[src/rtl/byte_serial_pkg.sv]
// Shared definitions for the byte-serial transmitter: state encoding,
// line idle level and a frame-length helper.
package byte_serial_pkg;

  typedef enum logic [2:0] {
    ST_IDLE   = 3'd0,
    ST_START  = 3'd1,
    ST_DATA   = 3'd2,
    ST_PARITY = 3'd3,
    ST_STOP   = 3'd4
  } tx_state_e;

  localparam logic LINE_IDLE = 1'b1;

  // Total clk cycles occupied by one frame on the wire.
  function automatic int frame_len(input int clks_per_bit, input int data_w,
                                   input int parity_en, input int stop_bits);
    return (1 + data_w + parity_en + stop_bits) * clks_per_bit;
  endfunction

endpackage

[src/rtl/serial_bit_timer.sv]
// Bit-period timer: counts 0..CLKS_PER_BIT-1 and flags the last cycle of
// each serial bit. Held at zero while clear is asserted.
module serial_bit_timer #(
  parameter int CLKS_PER_BIT = 16
) (
  input  logic clk,
  input  logic rst,
  input  logic clear,
  output logic bit_end
);

  localparam int CNT_W = (CLKS_PER_BIT > 1) ? $clog2(CLKS_PER_BIT) : 1;
  localparam logic [CNT_W-1:0] CNT_LAST = CNT_W'(CLKS_PER_BIT - 1);

  logic [CNT_W-1:0] cnt_q;
  logic [CNT_W-1:0] cnt_d;

  // Next count: restart on clear or after the last cycle of a bit.
  always_comb begin
    cnt_d = cnt_q;
    if (clear || (cnt_q == CNT_LAST)) begin
      cnt_d = '0;
    end else begin
      cnt_d = cnt_q + CNT_W'(1);
    end
  end

  // Counter register.
  always_ff @(posedge clk or posedge rst) begin
    if (rst) begin
      cnt_q <= '0;
    end else begin
      cnt_q <= cnt_d;
    end
  end

  assign bit_end = (cnt_q == CNT_LAST);

endmodule

[src/rtl/byte_serial_tx.sv]
// Byte-to-serial transmitter: accepts a byte on valid/ready and sends it as
// start bit, data LSB first, optional even parity, then stop bit(s).
// txd/txd_oe/busy are registered; tx_ready is decoded from state so a new
// byte can be taken in the very last stop cycle for gap-free streaming.
module byte_serial_tx
  import byte_serial_pkg::*;
#(
  parameter int CLKS_PER_BIT = 16,
  parameter int DATA_W       = 8,
  parameter int PARITY_EN    = 0,
  parameter int STOP_BITS    = 1
) (
  input  logic              clk,
  input  logic              rst,
  input  logic [DATA_W-1:0] tx_data,
  input  logic              tx_valid,
  output logic              tx_ready,
  output logic              txd,
  output logic              txd_oe,
  output logic              busy
);

  localparam logic [2:0] DATA_LAST = 3'(DATA_W - 1);
  localparam logic [2:0] STOP_LAST = 3'(STOP_BITS - 1);

  tx_state_e         state_q, state_d;
  logic [2:0]        idx_q, idx_d;
  logic [DATA_W-1:0] shift_q, shift_d;
  logic              par_q, par_d;
  logic              txd_q, txd_d;
  logic              oe_q, oe_d;
  logic              busy_q, busy_d;
  logic              bit_end;
  logic              last_stop;
  logic              accept;

  serial_bit_timer #(
    .CLKS_PER_BIT(CLKS_PER_BIT)
  ) u_timer (
    .clk    (clk),
    .rst    (rst),
    .clear  (state_q == ST_IDLE),
    .bit_end(bit_end)
  );

  assign last_stop = (state_q == ST_STOP) && (idx_q == STOP_LAST) && bit_end;
  assign tx_ready  = (state_q == ST_IDLE) || last_stop;
  assign accept    = tx_valid && tx_ready;

  // Frame sequencing: state, bit index, shift register and parity.
  always_comb begin
    state_d = state_q;
    idx_d   = idx_q;
    shift_d = shift_q;
    par_d   = par_q;
    case (state_q)
      ST_IDLE: begin
        if (accept) begin
          state_d = ST_START;
          shift_d = tx_data;
          par_d   = ^tx_data;
          idx_d   = 3'd0;
        end else begin
          state_d = ST_IDLE;
        end
      end
      ST_START: begin
        if (bit_end) begin
          state_d = ST_DATA;
          idx_d   = 3'd0;
        end else begin
          state_d = ST_START;
        end
      end
      ST_DATA: begin
        if (bit_end && (idx_q == DATA_LAST)) begin
          state_d = (PARITY_EN != 0) ? ST_PARITY : ST_STOP;
          idx_d   = 3'd0;
        end else if (bit_end) begin
          idx_d   = idx_q + 3'd1;
          shift_d = {1'b0, shift_q[DATA_W-1:1]};
        end else begin
          state_d = ST_DATA;
        end
      end
      ST_PARITY: begin
        if (bit_end) begin
          state_d = ST_STOP;
          idx_d   = 3'd0;
        end else begin
          state_d = ST_PARITY;
        end
      end
      ST_STOP: begin
        if (last_stop && accept) begin
          state_d = ST_START;
          shift_d = tx_data;
          par_d   = ^tx_data;
          idx_d   = 3'd0;
        end else if (last_stop) begin
          state_d = ST_IDLE;
          idx_d   = 3'd0;
        end else if (bit_end) begin
          idx_d   = idx_q + 3'd1;
        end else begin
          state_d = ST_STOP;
        end
      end
      default: begin
        state_d = ST_IDLE;
        idx_d   = 3'd0;
      end
    endcase
  end

  // Line outputs derived from the next state so they change on the edge.
  always_comb begin
    case (state_d)
      ST_START:  txd_d = 1'b0;
      ST_DATA:   txd_d = shift_d[0];
      ST_PARITY: txd_d = par_d;
      ST_STOP:   txd_d = 1'b1;
      default:   txd_d = LINE_IDLE;
    endcase
    oe_d   = (state_d != ST_IDLE);
    busy_d = (state_d != ST_IDLE);
  end

  // State and output registers; reset returns the line to idle at once.
  always_ff @(posedge clk or posedge rst) begin
    if (rst) begin
      state_q <= ST_IDLE;
      idx_q   <= 3'd0;
      shift_q <= '0;
      par_q   <= 1'b0;
      txd_q   <= LINE_IDLE;
      oe_q    <= 1'b0;
      busy_q  <= 1'b0;
    end else begin
      state_q <= state_d;
      idx_q   <= idx_d;
      shift_q <= shift_d;
      par_q   <= par_d;
      txd_q   <= txd_d;
      oe_q    <= oe_d;
      busy_q  <= busy_d;
    end
  end

  assign txd    = txd_q;
  assign txd_oe = oe_q;
  assign busy   = busy_q;

endmodule
[config.mk]
export PLATFORM = sky130hd
export DESIGN_NAME = byte_serial_tx
export DESIGN_NICKNAME = d
export VERILOG_FILES = /design/src/rtl/byte_serial_pkg.sv /design/src/rtl/serial_bit_timer.sv /design/src/rtl/byte_serial_tx.sv
export SDC_FILE = /design/constraint.sdc
export NUM_CORES = 1
export LEC_CHECK = 0
export CAP_MARGIN = 30
export CORE_ASPECT_RATIO = 1.2
export CORE_MARGIN = 4
export CORE_UTILIZATION = 40
export CTS_CLUSTER_DIAMETER = 200
export CTS_CLUSTER_SIZE = 40
export DETAILED_ROUTE_END_ITERATION = 8
export HOLD_SLACK_MARGIN = 0.02
export PLACE_DENSITY = 0.64
export SLEW_MARGIN = 0
export SYNTH_ARGS = -nofsm -noshare
export SYNTH_HDL_FRONTEND = slang
export SYNTH_SLANG_ARGS = --single-unit
[constraint.sdc]
create_clock -name clk -period 2.85 [get_ports clk]
set_input_delay 0.4275 -clock clk [delete_from_list [all_inputs] [get_ports clk]]
set_output_delay 0.4275 -clock clk [all_outputs]
set_load 0.02 [all_outputs]
==> results of run 1 <==
cell type report:
type	count	area, um2	area share, %
inverter	5	18.8	1.38
sequential	21	527	38.7
multi-input combinational	79	606	44.5
tap	34	42.5	3.13
clock buffer	4	26.3	1.93
timing repair buffer	14	140	10.3
flip-flops by register name, indices dropped and copies added, names as in the netlist:
signal / flops
busy: 1
txd: 1
idx_q: 3
shift_q: 8
state_q: 3
u_timer.cnt_q: 4
par_q: 1
layout by cell type, fill, tap and decap left out, drive strengths merged, types with 3 or more instances in the layout:
cell type and n:
xnor2 7, nand3 3, nor2 5, dfrtp 20, o21a 3, a221o 6
nor3 4, clkdlybuf4s50 14, ha 4, inv 5, xor2 3, and2 7
a21oi 4, clkbuf 4
per-layer routing:
| metal | part of all wire [%] | vias to the layer above |
|---|---|---|
| li1 | - | 422 |
| met1 | 44 | 437 |
| met2 | 50 | 16 |
| met3 | 4.3 | 6 |
| met4 | 1.8 | 0 |
| met5 | 0 | - |
cell families (layout without fill, tap and decap cells):
group | after synthesis | after routing | synth area share [%]
adder cells (fa/ha/maj) | 4 | 4 | 4.21
buffers and inverters | 9 | 23 | 4.74
XOR/XNOR | 10 | 10 | 7.37
multiplexers | 4 | 4 | 3.58
AND/OR/NAND/NOR | 37 | 37 | 19.7
flip-flops | 21 | 21 | 44.3
AO/OA/AOI/OAI | 24 | 24 | 16.1
worst max path at each step:
stage                      end  slack (ps)
finish                tx_ready         150
global route          tx_ready           2
CTS                   tx_ready         140
detailed placement    tx_ready         490
global placement      tx_ready         510
floorplan           shift_q[1]         760
stage by stage:
step / hold WS, ps / worst slack (ps) / power [mW] / cells
6_report: 488 / 145 / 1.14 / 157
5_1_grt: 517 / 1.54 / 1.24 / 157
4_1_cts: 500 / 138 / 1.16 / 157
3_5_place_dp: 481 / 493 / 1.01 / 153
3_3_place_gp: 452 / 510 / 0.994 / 153
2_1_floorplan: 403 / 756 / 0.893 / 109
power by group through the flow:
stage / logic, mW / clock network [mW] / registers, mW
finish: 0.479 / 0.141 / 0.522
global route: 0.539 / 0.155 / 0.541
CTS: 0.487 / 0.145 / 0.524
detailed placement: 0.486 / 0 / 0.528
global placement: 0.470 / 0 / 0.525
floorplan: 0.396 / 0 / 0.497
worst register-to-register path, delay by kind of cell, from the launching register on:
family	cells	cell delay, ps
AOI/OAI and AO/OA	3	690
and+or+nand+nor	1	570
adders and majority gates	2	450
DFF	1	420
==> impl_metrics.json, run 1 <==
{
  "run_status": "completed",
  "sequentialPowerShare_pct": 45.7,
  "start_kind": "flip-flop",
  "vias_per_cell": 5.61,
  "timing.final.crit_share_pct": 94.9,
  "grt_usage_pct": 12.8,
  "skew_ps": 3.68,
  "crit_start": "u_timer.cnt_q[0]",
  "syn_nets": 124,
  "routedWlPerCell_um": 13.8,
  "post-route-min-period_ps": 2700,
  "tightest_slew_ps": 775,
  "cts_sinks": 21,
  "antenna_found_initial": 0,
  "max_stage_delay_ps": 650,
  "coreArea_mm2": 0.00281,
  "stdcell_area_mm2": 0.00136,
  "rsz0062_at_grt": "false",
  "place_area_mm2": 0.00133,
  "yosysMostFrequentCell": "dfrtp_1",
  "clock_latency_ps": 300,
  "leakage_nw": 0.564,
  "cts_buffers": 3,
  "worst-r2r-cell-count": 6,
  "vdd_drop_max_v": 0.000369,
  "cts_hold_buf": 0,
  "top_usage_layer": "met2",
  "post_cts_buffers": 0,
  "routed_wl_mm": 2.17,
  "finalSetupViolCount": 0,
  "hold_depth": 1,
  "netlist_area_mm2": 0.00119,
  "yosysSeqAreaShare_pct": 44.3,
  "slowest_stage": "clkdlybuf4s50_1",
  "hp-class": "reg2reg",
  "slew_headroom_pct": 48.3,
  "grt_max_degree": 22,
  "drv_cap": 0,
  "cp_top_family": "buffers and inverters",
  "grt_pass1_vias": 857,
  "grtUsageMet3_pct": 1.91,
  "cp.depth": 5,
  "die-width_um": 57.8,
  "yosys.area.top_type": "dfrtp_1",
  "fill_cells": 291,
  "required_ps": 2420,
  "switching_share_pct": 36.1,
  "pwr-share-clk_pct": 12.4,
  "utilization_pct": 48.4,
  "numPortBuffers": 14,
  "tritoncts": "built",
  "synth_flop_cell": "dfrtp_1",
  "drt_iter0_drc": 18,
  "cts-resized-gates": 0,
  "crit_chain": "ha_1 -> nand3_2 -> o21a_1 -> nor3_1 -> clkdlybuf4s50_1",
  "critPathArrivalTime_ps": 2280,
  "overflow": 0,
  "p_int_mw": 0.730,
  "syn2layout_area_growth_pct": 14.4,
  "hp-start": "u_timer.cnt_q[0]",
  "htree_levels": 1,
  "crit_type": "reg2out",
  "clk_pin_slew_worst_paths_ps": 110,
  "ios": 15,
  "synth_area_leaders": "dfrtp_1, xnor2_1, a221o_1, ha_1, and2_1",
  "grt_pass1_wl_mm": 3.85,
  "max_freq_mhz": 370,
  "hold_viol": 0,
  "yosys-top-cells-count": "dfrtp_1, and2_1, xnor2_1",
  "powerDensity_mw_per_mm2": 840,
  "path_buf_inv": 1,
  "p_sw_mw": 0.412,
  "dp_hpwl_mm": 1.70,
  "vias": 881,
  "maxSlewViolCount": 0,
  "yosysWarnings": 0,
  "cts-root-buf": "clkbuf_4",
  "gp_congestion": 0.859,
  "netlist_instances": 109,
  "reg2reg_from": "idx_q[0]",
  "firstDrtPassIters": 4,
  "worstReg2RegEnd": "shift_q[6]",
  "syn_avg_cell_area_um2": 10.9,
  "die_area_mm2": 0.00391,
  "antenna_left": 0,
  "num_rows": 21,
  "gr-usage-met2_pct": 23.3,
  "synth_edf_count": 0,
  "worstHoldEndpoint": "u_timer.cnt_q[0]",
  "finish.net_count": 139,
  "synth_top_area_share_pct": 42.1,
  "initial_core_util_pct": 42.3,
  "tns_ps": 0,
  "drc": 0,
  "clk_path_buf_depth": 2,
  "grt_use_met1_pct": 14.9,
  "async_flop_share_pct": 100,
  "regToRegSetupSlack_ps": 600,
  "ys_ff_latch": 21,
  "combPwrFrac_pct": 41.9,
  "netlist-cell-type-count": 41,
  "cp_max_fo": 10,
  "num_antenna_cells": 0,
  "die_h_um": 67.7,
  "drive_above_1_share_pct": 10.6,
  "critPathCaptureType": "output pin"
}
No activity file was read; power rests on OpenSTA's default activity.
==> run 2: changes to the inputs <==
--- a/config.mk
+++ b/config.mk
@@ -6,7 +6,7 @@
 export NUM_CORES = 1
 export LEC_CHECK = 0
 export CAP_MARGIN = 30
-export CORE_ASPECT_RATIO = 1.2
+export CORE_ASPECT_RATIO = 1.1
 export CORE_MARGIN = 4
 export CORE_UTILIZATION = 40
 export CTS_CLUSTER_DIAMETER = 200
==> impl_metrics.json, run 2 (synthesized netlist as in run 1, its figures left out) <==
{
  "grt_pass1_wl_mm": 3.89,
  "critPathCaptureType": "output pin",
  "htree_levels": 1,
  "crit_type": "reg2out",
  "drt_iter0_drc": 25,
  "die_area_mm2": 0.00391,
  "maxSlewViolCount": 0,
  "pwr-share-clk_pct": 12.4,
  "numPortBuffers": 14,
  "max_freq_mhz": 380,
  "tns_ps": 0,
  "combPwrFrac_pct": 42.4,
  "vdd_drop_max_v": 0.000443,
  "finish.net_count": 139,
  "tritoncts": "built",
  "p_sw_mw": 0.411,
  "switching_share_pct": 36.1,
  "clock_latency_ps": 300,
  "die_h_um": 65.2,
  "coreArea_mm2": 0.00280,
  "critPathCapture": "tx_ready",
  "place_area_mm2": 0.00133,
  "run_status": "completed",
  "largest-register": "shift_q",
  "firstDrtPassIters": 4,
  "post_cts_buffers": 0,
  "tightest_slew_ps": 787,
  "hold_viol": 0,
  "leakage_nw": 0.566,
  "grt_pass1_vias": 928,
  "cts-root-buf": "clkbuf_4",
  "clk_path_buf_depth": 2,
  "skew_ps": 8.31,
  "stdcell_area_mm2": 0.00136,
  "p_int_mw": 0.729,
  "drv_cap": 0,
  "fill_cells": 269,
  "layout_commonest_cell": "dfrtp_1",
  "drive_above_1_share_pct": 11.4,
  "cts_hold_buf": 0,
  "mostFrequentLayoutCells": "dfrtp_1, clkdlybuf4s50_1, xnor2_1, and2_1, a221o_1",
  "hp-class": "reg2reg",
  "routedWlPerCell_um": 13.8,
  "reg.largest.list": "shift_q (8), u_timer.cnt_q (4)",
  "cts_buffers": 3,
  "drc": 0,
  "powerDensity_mw_per_mm2": 839,
  "vias": 857,
  "antenna_found_initial": 0,
  "finalSetupViolCount": 0,
  "gp_congestion": 0.760,
  "syn2layout_area_growth_pct": 14.4,
  "critPathArrivalTime_ps": 2200,
  "slew_headroom_pct": 47.5,
  "ios": 15,
  "vias_per_cell": 5.49,
  "grt_usage_pct": 13.1,
  "clk_pin_slew_worst_paths_ps": 120,
  "required_ps": 2420,
  "timing.final.crit_share_pct": 92.3,
  "overflow": 0,
  "crit_start": "u_timer.cnt_q[0]",
  "regToRegSetupSlack_ps": 580,
  "grt_max_degree": 22,
  "initial_core_util_pct": 42.4,
  "rsz0062_at_grt": "false",
  "cp_max_fo": 10,
  "worstReg2RegEnd": "shift_q[4]",
  "antenna_left": 0,
  "start_kind": "flip-flop",
  "largest_register_ffs": 8,
  "dp_hpwl_mm": 1.64,
  "num_antenna_cells": 0,
  "routed_wl_mm": 2.16,
  "cts_sinks": 21,
  "hp-start": "u_timer.cnt_q[0]",
  "num_rows": 20,
  "worst-r2r-cell-count": 6,
  "die-width_um": 60.0,
  "post-route-min-period_ps": 2630,
  "reg2reg_from": "idx_q[0]",
  "sequentialPowerShare_pct": 45.3,
  "cts-resized-gates": 0
}
[run 2: cell types whose count changed in the layout (fill, tap and decap cells not counted), sizes merged]
cell    delta
clkbuf     -1
clkinv     +1
[run 2: worst min path at each step]
stage,end,cells past startpoint
after floorplan,busy,1
after global placement,u_timer.cnt_q[0],1
after detailed placement,u_timer.cnt_q[0],1
after CTS,u_timer.cnt_q[0],1
after global routing,u_timer.cnt_q[0],1
final,u_timer.cnt_q[0],1
[run 2: final cells by class]
class | count | area (um2) | share of cell area [%]
clock buffers | 3 | 22.5 | 1.66
clock inverters | 1 | 5.00 | 0.368
inverters | 5 | 18.8 | 1.38
multi-input cells | 79 | 606 | 44.5
flip-flops and latches | 21 | 527 | 38.7
well taps | 33 | 41.3 | 3.04
repair buffers | 14 | 140 | 10.3
[run 2: stage by stage]
step / util (%) / worst slack [ps] / std cells / hold slack [ps] / total power, mW
after floorplan: - / 756 / 109 / 403 / 0.893
after global placement: 47.5 / 569 / 152 / 443 / 0.999
after detailed placement: 47.5 / 556 / 152 / 459 / 1.01
after CTS: 48.5 / 200 / 156 / 476 / 1.15
after global routing: 48.5 / 51.3 / 156 / 502 / 1.25
final: 48.5 / 218 / 156 / 473 / 1.14
[run 2: worst max-delay path, stage by stage, from the launching register on]
cell and delay (ps):
dfrtp_1 390, ha_1 250, nand3_2 200, o21a_1 270, nor3_1 160, clkdlybuf4s50_1 630
[run 2: routing by layer]
metal	GRT usage, %	vias to the layer above	wire length (um)
met5	0	-	0
met4	5.82	0	23
met3	1.96	2	91
met2	22.2	17	1070
met1	16.0	415	971
li1	-	423	-
[run 2: power by group through the flow]
stage          clock network, mW  logic [mW]  registers (mW)
6_report                   0.141       0.483           0.517
5_1_grt                    0.166       0.547           0.533
4_1_cts                    0.147       0.491           0.517
3_5_place_dp                   0       0.486           0.523
3_3_place_gp                   0       0.480           0.519
2_1_floorplan                  0       0.396           0.497
==> RTL edit 1, RTL diff (config.mk and constraints of run 1) <==
Re-encode `tx_state_e` (5 states) as one-hot, 5 bits wide.
--- a/src/rtl/byte_serial_pkg.sv
+++ b/src/rtl/byte_serial_pkg.sv
@@ -4,8 +4,8 @@
 
-  typedef enum logic [2:0] {
-    ST_IDLE   = 3'd0,
-    ST_START  = 3'd1,
-    ST_DATA   = 3'd2,
-    ST_PARITY = 3'd3,
-    ST_STOP   = 3'd4
+  typedef enum logic [4:0] {
+    ST_IDLE   = 5'b00001,
+    ST_START  = 5'b00010,
+    ST_DATA   = 5'b00100,
+    ST_PARITY = 5'b01000,
+    ST_STOP   = 5'b10000
   } tx_state_e;
Formal check against the unedited RTL: same outputs for any inputs over 10 cycles, from zero or initial values and one cycle with rst high; not proved beyond that.
==> RTL edit 1 against run 1 <==
  * Global-route usage increased by 1.3 points
  * Worst setup slack gained 0.074 ns
  * Total power is 1.1% higher
  * Largest power group unchanged
  * Combinational power grew 4.6%
  * Synthesized area rose by 8.0%
  * Sequential share of layout area is 0.22 points higher
  * Cell area rose by 9.1%
  * Via count is 14% higher
  * Wire length increased by 21%
  * Highest routed layer unchanged
  * Sequential cell count grew 2
==> RTL edit 1: results (changes against run 1) <==
| Metric | Value |
|---|---|
| Share of cells above drive strength 1 | 0.0839 (-0.0218) |
| Hold WS | 0.467 ns (-0.0208 ns) |
| Crit path largest cell delay | 0.60 ns (-0.05 ns) |
| Clk power | 150 uW (+6%) |
| Biggest regs | shift_q: 8 flops, state_q: 5 flops, u_timer.cnt_q: 4 flops |
| Detailed placement HPWL | 2040 um (+20%) |
| Via Count | 1001 (+14%) |
| Multi-input combinational area share | 0.440 (-0.00513) |
| Top cells by count, synth | 21 x dfrtp_1, 15 x nand2_1, 9 x nor2_1 |
| H-Tree Level Count | 1 (unchanged) |
| Leak Pwr | 0.000640 uW (+14%) |
| Multiplexer share of the synthesized area | 0 (-0.0358) |
| Register area share after synthesis | 0.450 (+0.00713) |
| Synth Area in XOR/XNOR | 0.0682 (-0.00546) |
| Mapped Cells | 127 (+17%) |
| Plain + repair buffers | 16 (+2) |
| CP max FO | 7 (-3) |
| WL/cell | 14.7 um (+6.2%) |
| Reg-to-Reg Start | state_q[4] |
| Layout clock area frac | 0.0177 (-0.00161) |
| Dpl ws | 0.582 ns (+0.0884 ns) |
| Final layout net count | 159 (+14%) |
| Inverters, non-clock | 7 (+2) |
| Final Core Density | 0.481 (-0.00243) |
| Clock share of power | 0.130 (+0.006) |
| Post-synthesis adder-cell area fraction | 0.0390 (-0.00312) |
| Reg2Reg Capture Point | txd |
| DR iter-0 viols | 42 (+24) |
| Net Count, Synth | 142 (+15%) |
| Avg Vias per Cell | 5.59 (-0.34%) |
| Outcome | completed |
| Non-clock buffer share of cell area | 0.105 (+0.00152) |
| Peak supply drop | 350 uV (-5.1%) |
| Synth Area in Compound Gates | 0.190 (+0.0290) |
| Placed cell areas | 0.00146 mm2 (+9.3%) |
| Post-CTS sizing | 0 (unchanged) |
| Pin count of the biggest net entering global routing | 24 (+9.1%) |
| Placed Cells | 175 (+14%) |
| Worst-skew pair later-pin latency | 0.31 ns |
| Worst Hold Depth | 1 (unchanged) |
| Int Power | 719 uW (-1.5%) |
| Filler cell count | 295 (+1.4%) |
| First-pass GRT wire length | 4570 um (+19%) |
| Multi-Input Combinational | 93 (+18%) |
| Synth area leaders | dfrtp_1 41%, xnor2_1 5.5%, nand2_1 4.4%, dfstp_2 4.1%, a32oi_1 4.1% |
| Yosys warning count | 0 (unchanged) |
| Worst Path Arrival | 2.20 ns (-0.08 ns) |
| Setup Skew | 0.00588 ns (+0.00220 ns) |
| GPL Wtd Cong | 0.839 (-2.4%) |
| Worst-Margin Slew | 0.853 ns (+0.0781 ns) |
| Reg2Reg Setup Slack | 0.77 ns (+0.17 ns) |
| Critical-path top delay cell | clkdlybuf4s50_1 |
| Seq area share | 0.390 (+0.00224) |
| Hold_sp | u_timer.cnt_q[0] |
| Post CTS Setup Buffer Count | 0 (unchanged) |
## RTL edit 1: cell count changes after synthesis, sizes merged, moves of 3 or more
cell and delta:
nand2 +14, nor2 +4, and2 -4, a221o -6, a2bb2oi +3, o21ai +4, a32oi +6
## RTL edit 1: metal layers
layer	wire [um]	vias to the layer above	part of all wire	track usage
li1	-	493	-	-
met1	1130	472	0.43	0.178
met2	1310	29	0.50	0.231
met3	132	7	0.050	0.0222
met4	59	0	0.022	0.0591
met5	0	-	0	0
## RTL edit 1: how the worst max path moves through the flow
stage / from / endpoint / slack [ns] / depth (start not counted)
finish: u_timer.cnt_q[0] / tx_ready / 0.22 / 6
global route: state_q[2] / tx_ready / 0.03 / 5
CTS: u_timer.cnt_q[0] / tx_ready / 0.21 / 6
detailed placement: u_timer.cnt_q[0] / tx_ready / 0.58 / 6
global placement: u_timer.cnt_q[0] / tx_ready / 0.60 / 6
floorplan: u_timer.cnt_q[0] / shift_q[7] / 0.83 / 8
==> RTL edit 2, RTL diff (config.mk and constraints of run 1) <==
Made on the original files. `CLKS_PER_BIT` is set to 16 in 2 places; all go to 32.
--- a/src/rtl/serial_bit_timer.sv
+++ b/src/rtl/serial_bit_timer.sv
@@ -3,3 +3,3 @@
 module serial_bit_timer #(
-  parameter int CLKS_PER_BIT = 16
+  parameter int CLKS_PER_BIT = 32
 ) (
--- a/src/rtl/byte_serial_tx.sv
+++ b/src/rtl/byte_serial_tx.sv
@@ -7,3 +7,3 @@
 #(
-  parameter int CLKS_PER_BIT = 16,
+  parameter int CLKS_PER_BIT = 32,
   parameter int DATA_W       = 8,
Formal check against the unedited RTL: same outputs for any inputs over 10 cycles, from zero or initial values and one cycle with rst high; that may be too few to reach the edited logic, so the function may still have changed.
==> RTL edit 2 against run 1 <==
  * Worst setup slack better by 0.37 ns
  * Cell count grew 12%
  * Cell area rose by 6.1%
  * Non-clock buffer count increased by 3
  * Critical path type unchanged
  * Wire length up 9.5%
  * Synthesized area increased by 4.7%
  * Via count increased by 10%
  * Sequential cell count grew 1
  * Count of clock-buffer cells in the layout did not move
  * Register-to-register slack worse by 0.08 ns
Power is not compared: it rests on default switching activity, and its combinational part moved more than twofold at a synthesized area within 25%.
==> RTL edit 2: results (changes against run 1) <==
| Metric | Value |
|---|---|
| Inverters, non-clock | 9 (+4) |
| Async SR Flop Fraction | 1.00 (unchanged) |
| Max_slew headroom | 0.456 (-0.0268) |
| Total Routing Usage GR | 0.131 (+0.00255) |
| Pre-Repair DR Iteration Count | 4 (unchanged) |
| Multiplexer share of the synthesized area | 0 (-0.0358) |
| Top cells by count, synth | 21 x dfrtp_1, 15 x nor2_1, 11 x a21oi_1 |
| Hold Crit Class | flip-flop to flip-flop |
| Finished Cell Area | 0.00144 mm2 (+6.1%) |
| Synth Area in XOR/XNOR | 0.0633 (-0.0104) |
| FF+latch count, synth | 22 (+4.8%) |
| Switching Share | 0.215 |
| Plain + repair buffers | 17 (+3) |
| Outcome | completed |
| Via Count | 973 (+10%) |
| Worst Path Arrival | 1.91 ns (-0.37 ns) |
| Layout clock area frac | 0.0182 (-0.00111) |
| Post CTS Setup Buffer Count | 0 (unchanged) |
| Avg Vias per Cell | 5.53 (-1.5%) |
| Pin count of the biggest net entering global routing | 23 (+4.5%) |
| FF+latch area | 552 um2 (+4.8%) |
| Crit path largest cell delay | 0.39 ns (-0.26 ns) |
| CP max FO | 6 (-4) |
| Synth area leaders | dfrtp_1 42%, ha_1 6.0%, xnor2_1 5.6%, nor2_1 4.5%, a21oi_1 4.4% |
| Synth Area in Compound Gates | 0.203 (+0.0420) |
| Share of cells above drive strength 1 | 0.0704 (-0.0353) |
| Placed Cells | 172 (+12%) |
| Biggest regs | shift_q: 8 flops, u_timer.cnt_q: 5 flops |
| DR iter-0 viols | 55 (+37) |
| Register area share after synthesis | 0.443 (about the same) |
| Dpl ws | 0.448 ns (-0.0452 ns) |
| Detailed placement HPWL | 1800 um (+5.9%) |
| Multi-input gate area | 623 um2 (+2.9%) |
| Leak Pwr | around 0.0006 uW |
| Die Area | 0.00407 mm2 (+4.1%) |
| Non-clock buffer share of cell area | 0.114 (+0.0114) |
| Avg Inst Size Synth | 9.73 um2 (-11%) |
| P_comb | 47.3 uW |
| Post-synthesis adder-cell area fraction | 0.0603 (+0.0182) |
| Delay-heaviest family, CP | simple AND/OR/NAND/NOR gates |
| Total power | roughly 510 uW |
| Final layout net count | 160 (+15%) |
| First-pass GRT wire length | 4320 um (+12%) |
| Drt total wl | 2380 um (+9.5%) |
| GPL Wtd Cong | 0.739 (-14%) |
| Critical-path top delay cell | dfrtp_1 |
| Post-synthesis cell type count | 39 (-4.9%) |
| Net Count, Synth | 145 (+17%) |
| Setup Skew | 0.00127 ns (-0.00240 ns) |
| Multi-Input Combinational | 90 (+14%) |
| Filler cell count | 295 (+1.4%) |
==> RTL edit 2: cell types whose count changed after synthesis, moves of 5 or more <==
| cell | change |
|---|---|
| a21oi_1 | +7 |
| nor2_1 | +11 |
| and2_1 | -5 |
| a22oi_1 | +7 |
| a221o_1 | -6 |
==> RTL edit 2: final timing paths <==
kind                                    endpoint  slack (ns)  depth (start not counted)
max in group asynchronous             state_q[1]        1.77                          2
worst max-delay path                    tx_ready        0.51                          6
min in group asynchronous       u_timer.cnt_q[2]        0.58                          2
worst max register to register               txd        0.52                          8
worst min-delay path            u_timer.cnt_q[0]        0.48                          1
worst min register to register  u_timer.cnt_q[0]        0.48                          1
==> RTL edit 2: routing by layer <==
layer	wire, um	GRT usage	share of wire	up-vias
li1	-	-	-	484
met1	1070	0.173	0.45	469
met2	1210	0.210	0.51	18
met3	82	0.0243	0.034	2
met4	17	0.0428	0.0071	0
met5	0	0	0	-
